[src/rtl/time_set_ctrl.sv]
`default_nettype none
// ============================================================================
// Module   : time_set_ctrl
// Purpose  : Button-driven time-setting controller for a 24h clock. A mode
//            press enters hour editing, a second press moves to minute
//            editing, and a third press commits: a one-tick load strobe goes
//            to the running counter. An edit that sits idle for TIMEOUT ticks
//            is dropped with no strobe.
// Ports    : clk_1Hz       - tick clock; all state changes on its rising edge
//            reset         - asynchronous, active-high reset
//            mode_btn      - mode/advance button (level)
//            inc_btn       - increment button (level)
//            dec_btn       - decrement button (level)
//            cur_minutes   - running minutes from the counter (0..59)
//            cur_hours     - running hours from the counter (0..23)
//            set_time_mode - one-tick load strobe, high only in COMMIT
//            set_minutes   - minutes value to load (the edit register)
//            set_hours     - hours value to load (the edit register)
//            state         - FSM state: 0 RUN, 1 EDIT_HR, 2 EDIT_MIN, 3 COMMIT
//            blink         - display blink enable for the field being edited
// Revision : 1.0 - initial release
// ============================================================================
module time_set_ctrl #(
    parameter int TIMEOUT = 10
) (
    input  logic       clk_1Hz,
    input  logic       reset,
    input  logic       mode_btn,
    input  logic       inc_btn,
    input  logic       dec_btn,
    input  logic [5:0] cur_minutes,
    input  logic [4:0] cur_hours,
    output logic       set_time_mode,
    output logic [5:0] set_minutes,
    output logic [4:0] set_hours,
    output logic [1:0] state,
    output logic       blink
);

    localparam logic [1:0] c_ST_RUN      = 2'd0;
    localparam logic [1:0] c_ST_EDIT_HR  = 2'd1;
    localparam logic [1:0] c_ST_EDIT_MIN = 2'd2;
    localparam logic [1:0] c_ST_COMMIT   = 2'd3;

    localparam logic [3:0] c_IDLE_LAST = 4'(TIMEOUT - 1);

    logic [1:0] r_state;
    logic [4:0] r_edit_hr;
    logic [5:0] r_edit_min;
    logic [3:0] r_idle;
    logic       r_blink;
    logic       r_mode_prev;
    logic       r_inc_prev;
    logic       r_dec_prev;

    logic       w_mode_edge;
    logic       w_inc_edge;
    logic       w_dec_edge;
    logic       w_any_edge;
    logic       w_step_up;
    logic       w_step_dn;
    logic [1:0] w_state_nxt;
    logic [4:0] w_hr_nxt;
    logic [5:0] w_min_nxt;
    logic [3:0] w_idle_nxt;
    logic       w_blink_nxt;

    assign w_mode_edge = mode_btn & ~r_mode_prev;
    assign w_inc_edge  = inc_btn  & ~r_inc_prev;
    assign w_dec_edge  = dec_btn  & ~r_dec_prev;
    assign w_any_edge  = w_mode_edge | w_inc_edge | w_dec_edge;

    // inc and dec together cancel; mode outranks both (handled in the FSM).
    assign w_step_up = w_inc_edge & ~w_dec_edge;
    assign w_step_dn = w_dec_edge & ~w_inc_edge;

    always_comb begin
        w_state_nxt = r_state;
        w_hr_nxt    = r_edit_hr;
        w_min_nxt   = r_edit_min;
        w_idle_nxt  = 4'd0;
        w_blink_nxt = 1'b0;

        case (r_state)
            c_ST_RUN: begin
                if (w_mode_edge) begin
                    w_state_nxt = c_ST_EDIT_HR;
                    w_hr_nxt    = cur_hours;
                    w_min_nxt   = cur_minutes;
                    w_blink_nxt = 1'b1;
                end
            end

            c_ST_EDIT_HR, c_ST_EDIT_MIN: begin
                if (w_mode_edge) begin
                    w_state_nxt = (r_state == c_ST_EDIT_HR) ? c_ST_EDIT_MIN
                                                            : c_ST_COMMIT;
                    w_blink_nxt = (r_state == c_ST_EDIT_HR);
                end else if (w_any_edge) begin
                    w_blink_nxt = ~r_blink;
                    if (r_state == c_ST_EDIT_HR) begin
                        // ">=" so an out-of-range load wraps to 0 on inc.
                        if (w_step_up)
                            w_hr_nxt = (r_edit_hr >= 5'd23) ? 5'd0 : r_edit_hr + 5'd1;
                        else if (w_step_dn)
                            w_hr_nxt = (r_edit_hr == 5'd0) ? 5'd23 : r_edit_hr - 5'd1;
                    end else begin
                        if (w_step_up)
                            w_min_nxt = (r_edit_min >= 6'd59) ? 6'd0 : r_edit_min + 6'd1;
                        else if (w_step_dn)
                            w_min_nxt = (r_edit_min == 6'd0) ? 6'd59 : r_edit_min - 6'd1;
                    end
                end else if (r_idle == c_IDLE_LAST) begin
                    w_state_nxt = c_ST_RUN;
                end else begin
                    w_idle_nxt  = r_idle + 4'd1;
                    w_blink_nxt = ~r_blink;
                end
            end

            default: begin
                // COMMIT lasts a single tick; button edges are ignored.
                w_state_nxt = c_ST_RUN;
            end
        endcase
    end

    always_ff @(posedge clk_1Hz or posedge reset) begin
        if (reset) begin
            r_state     <= c_ST_RUN;
            r_edit_hr   <= 5'd0;
            r_edit_min  <= 6'd0;
            r_idle      <= 4'd0;
            r_blink     <= 1'b0;
            r_mode_prev <= 1'b0;
            r_inc_prev  <= 1'b0;
            r_dec_prev  <= 1'b0;
        end else begin
            r_state     <= w_state_nxt;
            r_edit_hr   <= w_hr_nxt;
            r_edit_min  <= w_min_nxt;
            r_idle      <= w_idle_nxt;
            r_blink     <= w_blink_nxt;
            r_mode_prev <= mode_btn;
            r_inc_prev  <= inc_btn;
            r_dec_prev  <= dec_btn;
        end
    end

    assign state         = r_state;
    assign set_time_mode = (r_state == c_ST_COMMIT);
    assign set_hours     = r_edit_hr;
    assign set_minutes   = r_edit_min;
    assign blink         = r_blink;

endmodule
`default_nettype wire

[config.mk]
export PLATFORM = sky130hd
export DESIGN_NAME = time_set_ctrl
export DESIGN_NICKNAME = d
export VERILOG_FILES = /design/src/rtl/time_set_ctrl.sv
export SDC_FILE = /design/constraint.sdc
export NUM_CORES = 1
export LEC_CHECK = 0
export ABC_AREA = 1
export BUFFER_PORTS_ARGS = -buffer_cell sky130_fd_sc_hd__buf_2
export CAP_MARGIN = 0
export CORE_AREA = 4 4 71 73
export CTS_CLUSTER_SIZE = 20
export DETAILED_ROUTE_END_ITERATION = 7
export DIE_AREA = 0 0 75 77
export GPL_TIMING_DRIVEN = 0
export PLACE_DENSITY = 0.61
export SETUP_SLACK_MARGIN = 0.02
export SLEW_MARGIN = 10
export SYNTH_ARGS = -nofsm -noshare
export SYNTH_HDL_FRONTEND = slang
export SYNTH_SLANG_ARGS = --single-unit
[constraint.sdc]
create_clock -name clk_1Hz -period 2.7 [get_ports clk_1Hz]
set_input_delay 0.27 -clock clk_1Hz [delete_from_list [all_inputs] [get_ports clk_1Hz]]
set_output_delay 0.27 -clock clk_1Hz [all_outputs]
set_load 0.02 [all_outputs]
Word level (Yosys, flattened, before mapping)
Index checks and enable logic that the tools add are counted.
{"block": "totals", "out_inout_bits": 15, "ramBits": 0, "regBits": 21, "memories": 0, "latchBits": 0, "rom_bits": 0, "elab_cells": 81}
{"block": "op_classes", "n_div": 0, "shift": 0, "n_mux": 33, "n_lt_le_gt_ge": 2, "mul": 0, "eq_ne": 12, "addsub": 5, "reduce_logical": 8, "bitwise_logic": 13}
{"op": "2-to-1 mux 6 bit", "count": 8}
{"op": "2-to-1 mux 5 bit", "count": 8}
{"op": "2-to-1 mux 4 bit", "count": 4}
{"op": "case mux 6 bit (2 select lines)", "count": 1}
{"op": "AND reduction 6 bit", "count": 2}
{"op": "!= test 2 bit (second input constant)", "count": 5}
{"op": "case mux 5 bit (2 select lines)", "count": 1}
{"op": "!= test 3 bit (second input constant)", "count": 3}
{"op": "2-to-1 mux 2 bit", "count": 4}
{"op": "adder 6 x 1 -> 6 bit (second input constant)", "count": 1}
{"op": ">= comparator 6 bit (second input constant)", "count": 1}
{"op": "logical NOT 6 bit", "count": 1}
{"op": "inverter 1 bit", "count": 6}
{"op": "subtractor 6 x 1 -> 6 bit (second input constant)", "count": 1}
{"op": "adder 5 x 1 -> 5 bit (second input constant)", "count": 1}
{"op": "AND 1 bit", "count": 5}
{"op": ">= comparator 5 bit (second input constant)", "count": 1}
{"op": "logical NOT 5 bit", "count": 1}
{"op": "2-to-1 mux 1 bit", "count": 5}
{"op": "subtractor 5 x 1 -> 5 bit (second input constant)", "count": 1}
{"op": "adder 4 x 1 -> 4 bit (second input constant)", "count": 1}
{"op": "== test 2 bit (second input constant)", "count": 2}
{"op": "== test 4 bit (second input constant)", "count": 1}
{"op": "case mux 2 bit (2 select lines)", "count": 1}
{"op": "7 further kinds", "count": 8}

Logic depth before layout (Yosys ltp)
{"block": "depth", "depth_word": 10, "depth_mapped": 13}

Worst setup path before layout
OpenSTA, ideal clock, no wires.
{"block": "synth_timing", "path_kind": "reg-to-reg", "start": "register r_state[0] (netlist: state[0])", "end": "register r_edit_min[1] (netlist: set_minutes[1])", "stages_incl_launch_ff": 9, "setup_time_ns": 0.119, "setup_slack_ns": 1.050, "t_arrival_ns": 1.531, "t_required_ns": 2.581, "cell_sequence": "dfrtp_1 -> inv_1 -> ha_1 -> buf_6 -> nand4_4 -> nand3_4 -> inv_4 -> nand2_2 -> o21ai_2"}
{"block": "synth_via", "elab_chain_len": 4, "elab_cells_between_ends": 12}
{"item": "from (decl)", "line": "47", "text": "logic [1:0] r_state;"}
{"item": "from (signal assigned)", "line": "130", "text": "r_state <= c_ST_RUN;"}
{"item": "from (signal assigned)", "line": "139", "text": "r_state <= w_state_nxt;"}
{"item": "== test 2 x 1 -> 1 bit / == test 2 bit (equally long branches)", "line": "84, 101"}
{"item": "OR reduction 2 bit", "line": "84", "text": "case (r_state)"}
{"item": "!= test 3 bit (no line), or another cell as far along"}
{"item": "AND reduction 6 bit (no line)"}
{"item": "to (signal assigned)", "line": "141", "text": "r_edit_min <= w_min_nxt;"}
{"item": "to (decl)", "line": "49", "text": "logic [5:0] r_edit_min;"}
Several ways; a longest one is shown, not always the timed one.
A chain may end at the register's enable or synchronous reset.

Worst setup path in the final report
{"block": "layout_timing", "start": "register r_state[0] (netlist: state[0])", "end": "register r_edit_min[4] (netlist: set_minutes[4])"}
The elaborated chain is that of the path after synthesis.

==> metrics.cfg <==
[placed_design]
place_ws_ns = 1.009
io_buffers = 30
dp.cells = 330
place_congestion = 0.8656
dpl.hpwl_um = 2879

[global_routing]
overflow = 0
grt_pass1_wl_um = 6617
first_global_vias = 1490
antenna_found_initial = 0
grt_usage_pct = 14.23
grt_max_degree = 22

[logic_synthesis]
synth_commonest_cells = nand2_1, nor2_1, nand3_1, inv_1, dfrtp_1
ys_top_cells_by_area = dfrtp_1, nand2_1, ha_1, nand3_1, nor2_1
synth-edff-count = 0
syn_area_per_cell_um2 = 6.957
syn_nets = 275
ys_seq_area_share_pct = 30.46
ys_async_sr_fraction_pct = 100.0
ys_warn_count = 0
synth_top_area_share_pct = 30.46
ys_ff_latch = 21
synth_ff_type = dfrtp_1
syn_inst = 248
ys_types = 30
yosys.area.top_type = dfrtp_1
syn_area_um2 = 1725
yosysMostFrequentCell = nand2_1

[final_layout]
seq_area_um2 = 525.5
final_nets = 310
fin_util_pct = 45.69
diodes = 0
area_growth_pct = 15.30
multiInputGateArea_um2 = 1046
layout-drive-gt1-share_pct = 24.82
nFillCells = 450
finalNonFillerCells = 334

[clock_network]
insertion_delay_ns = 0.26
postCtsSetupRepairBufs = 0
cts_tree = built
cts_inserted_buffers = 3
hold_buffers = 0
clk_path_buf_depth = 2
clock-sinks = 21
clockRootBuffer = clkbuf_8
clk_pin_slew_worst_paths_ns = 0.09
ctsHtreeMaxLevel = 1
cts_resized = 0

[sta]
slew_viol_final = 0
hold_viol_final = 0
worst-slew-pin-transition_ns = 0.8621
finalWorstSetupSlack_ns = 1.009
setup_viol = 0
finalCriticalPeriod_ns = 1.691
fmax_mhz = 591.2
slew_headroom_pct = 42.46
finalCritPeriodShare_pct = 62.64
rsz0062_at_grt = no
fin_setup_tns_ns = 0
clock_skew_ns = 0.001789

[worst_setup_path]
required_ns = 2.91
reg2reg_from = state[0]$_DFFE_PP0P_
worstSetupStartpointType = register
arrival_ns = 1.90
crit_buf_inv = 2
timing_worst_setup_path_type = reg2reg
regToRegSetupSlack_ns = 1.01
cp-startpoint = state[0]$_DFFE_PP0P_
cpPeakStageDelay_ns = 0.42
crit_path_top_delay_cell = dfrtp_1
cp-end-kind = register
cpMostUsedCell = nand2_1
crit_chain = inv_1 -> ha_1 -> inv_2 -> nor2_4 -> nor2_8 -> nand3_4 -> nor2_2 -> nand2_1 -> nand2_1
cp_top_family = simple AND/OR/NAND/NOR gates
crit_fanout = 10

[die]
initial_core_util_pct = 39.63
fp.dieH_um = 77
die_w_um = 75
ioPinCount = 31
design.die.area_um2 = 5775
rows = 24
core_um2 = 4354

[route]
vias = 1590
routed_wl_um = 3791
drtIter0Drc = 78
vias_per_cell = 4.760
drc_errors = 0
ant_nets = 0
first_pass_iters = 4
wl_per_cell_um = 11.35

[power_and_ir_drop]
leakagePower_uw = 0.001076
power.density_nw_per_um2 = 1269
peakVddDrop_mv = 0.5316

[hold_path]
hold_path_startpoint = dec_btn
hp-class = in2reg

[status]
outcome = finished clean

[flow_run]
maxCapViolCount = 0

-- stage by stage --
| stage | hold slack (ns) | cell area, um^2 | total power (uW) |
|---|---|---|---|
| floorplan | 0.2465 | 1725 | 1943 |
| global placement | 0.3921 | 1941 | 2308 |
| detailed placement | 0.3946 | 1941 | 2332 |
| CTS | 0.1091 | 1989 | 2563 |
| global route | 0.1115 | 1989 | 2817 |
| finish | 0.1221 | 1989 | 2525 |
-- final cells by class --
| type | count | area share [%] |
|---|---|---|
| tap | 52 | 3.270 |
| inverter | 28 | 5.409 |
| clock buffer | 3 | 2.075 |
| sequential | 21 | 26.42 |
| multi-input combinational | 191 | 52.58 |
| buffer | 8 | 2.327 |
| timing repair buffer | 30 | 7.547 |
| clock inverter | 1 | 0.3774 |
-- routing by layer --
layer	part of all wire [%]	wire length (um)	track usage (%)	up-vias
li1	-	-	-	853
met1	49	1844	20.00	709
met2	47	1773	22.21	26
met3	3.9	148	1.961	2
met4	0.63	24	4.448	0
met5	0	0	0	-
-- sequential cells by signal, summed over array words and instances (netlist names) --
| signal | flops |
|---|---|
| blink | 1 |
| r_mode_prev | 1 |
| set_minutes | 6 |
| r_dec_prev | 1 |
| r_idle | 4 |
| state | 2 |
| set_hours | 5 |
| r_inc_prev | 1 |
-- power breakdown --
group          switching [uW]  total (uW)  leakage (uW)  internal (uW)
sequential                129         561      0.000264            432
clock                     115         219     0.0000217            104
combinational            1110        1740      0.000790            636
total                    1350        2520       0.00108           1170
-- layout by cell type (no fill, tap or decap), types with 6 or more instances in the layout --
cell and n:
nand2_1 77, buf_2 37, nor2_1 28, nand3_1 26, inv_1 22, dfrtp_1 21, ha_1 11, nor2_2 9
o21ai_0 7, nand4_1 6
-- cells by family (layout without fill, tap and decap cells) --
group | Yosys count | count (layout) | synth area share (%)
compound gates | 17 | 17 | 6.019
xor+xnor | 5 | 5 | 2.539
fa+ha+maj | 11 | 11 | 7.977
buf+inv | 36 | 70 | 8.920
flops | 21 | 21 | 30.46
simple gates | 158 | 158 | 44.09
-- path summary, 6_finish.rpt --
path / end / cells after the start
max: set_minutes[4]$_DFFE_PP0P_ / 9
min: r_dec_prev$_DFF_PP0_ / 1
max reg2reg: set_minutes[4]$_DFFE_PP0P_ / 9
min reg2reg: r_idle[0]$_DFF_PP0_ / 1
max in group asynchronous: r_idle[0]$_DFF_PP0_ / 2
min in group asynchronous: r_idle[2]$_DFF_PP0_ / 2
-- worst reg2reg max path, delay by kind of cell (launching register included) --
kind | cells | cell delay, ns
adder cells (fa/ha/maj) | 1 | 0.37
buffers and inverters | 2 | 0.24
AND/OR/NAND/NOR | 6 | 0.60
flip-flops | 1 | 0.42
Power figures use the tool's default switching activity.
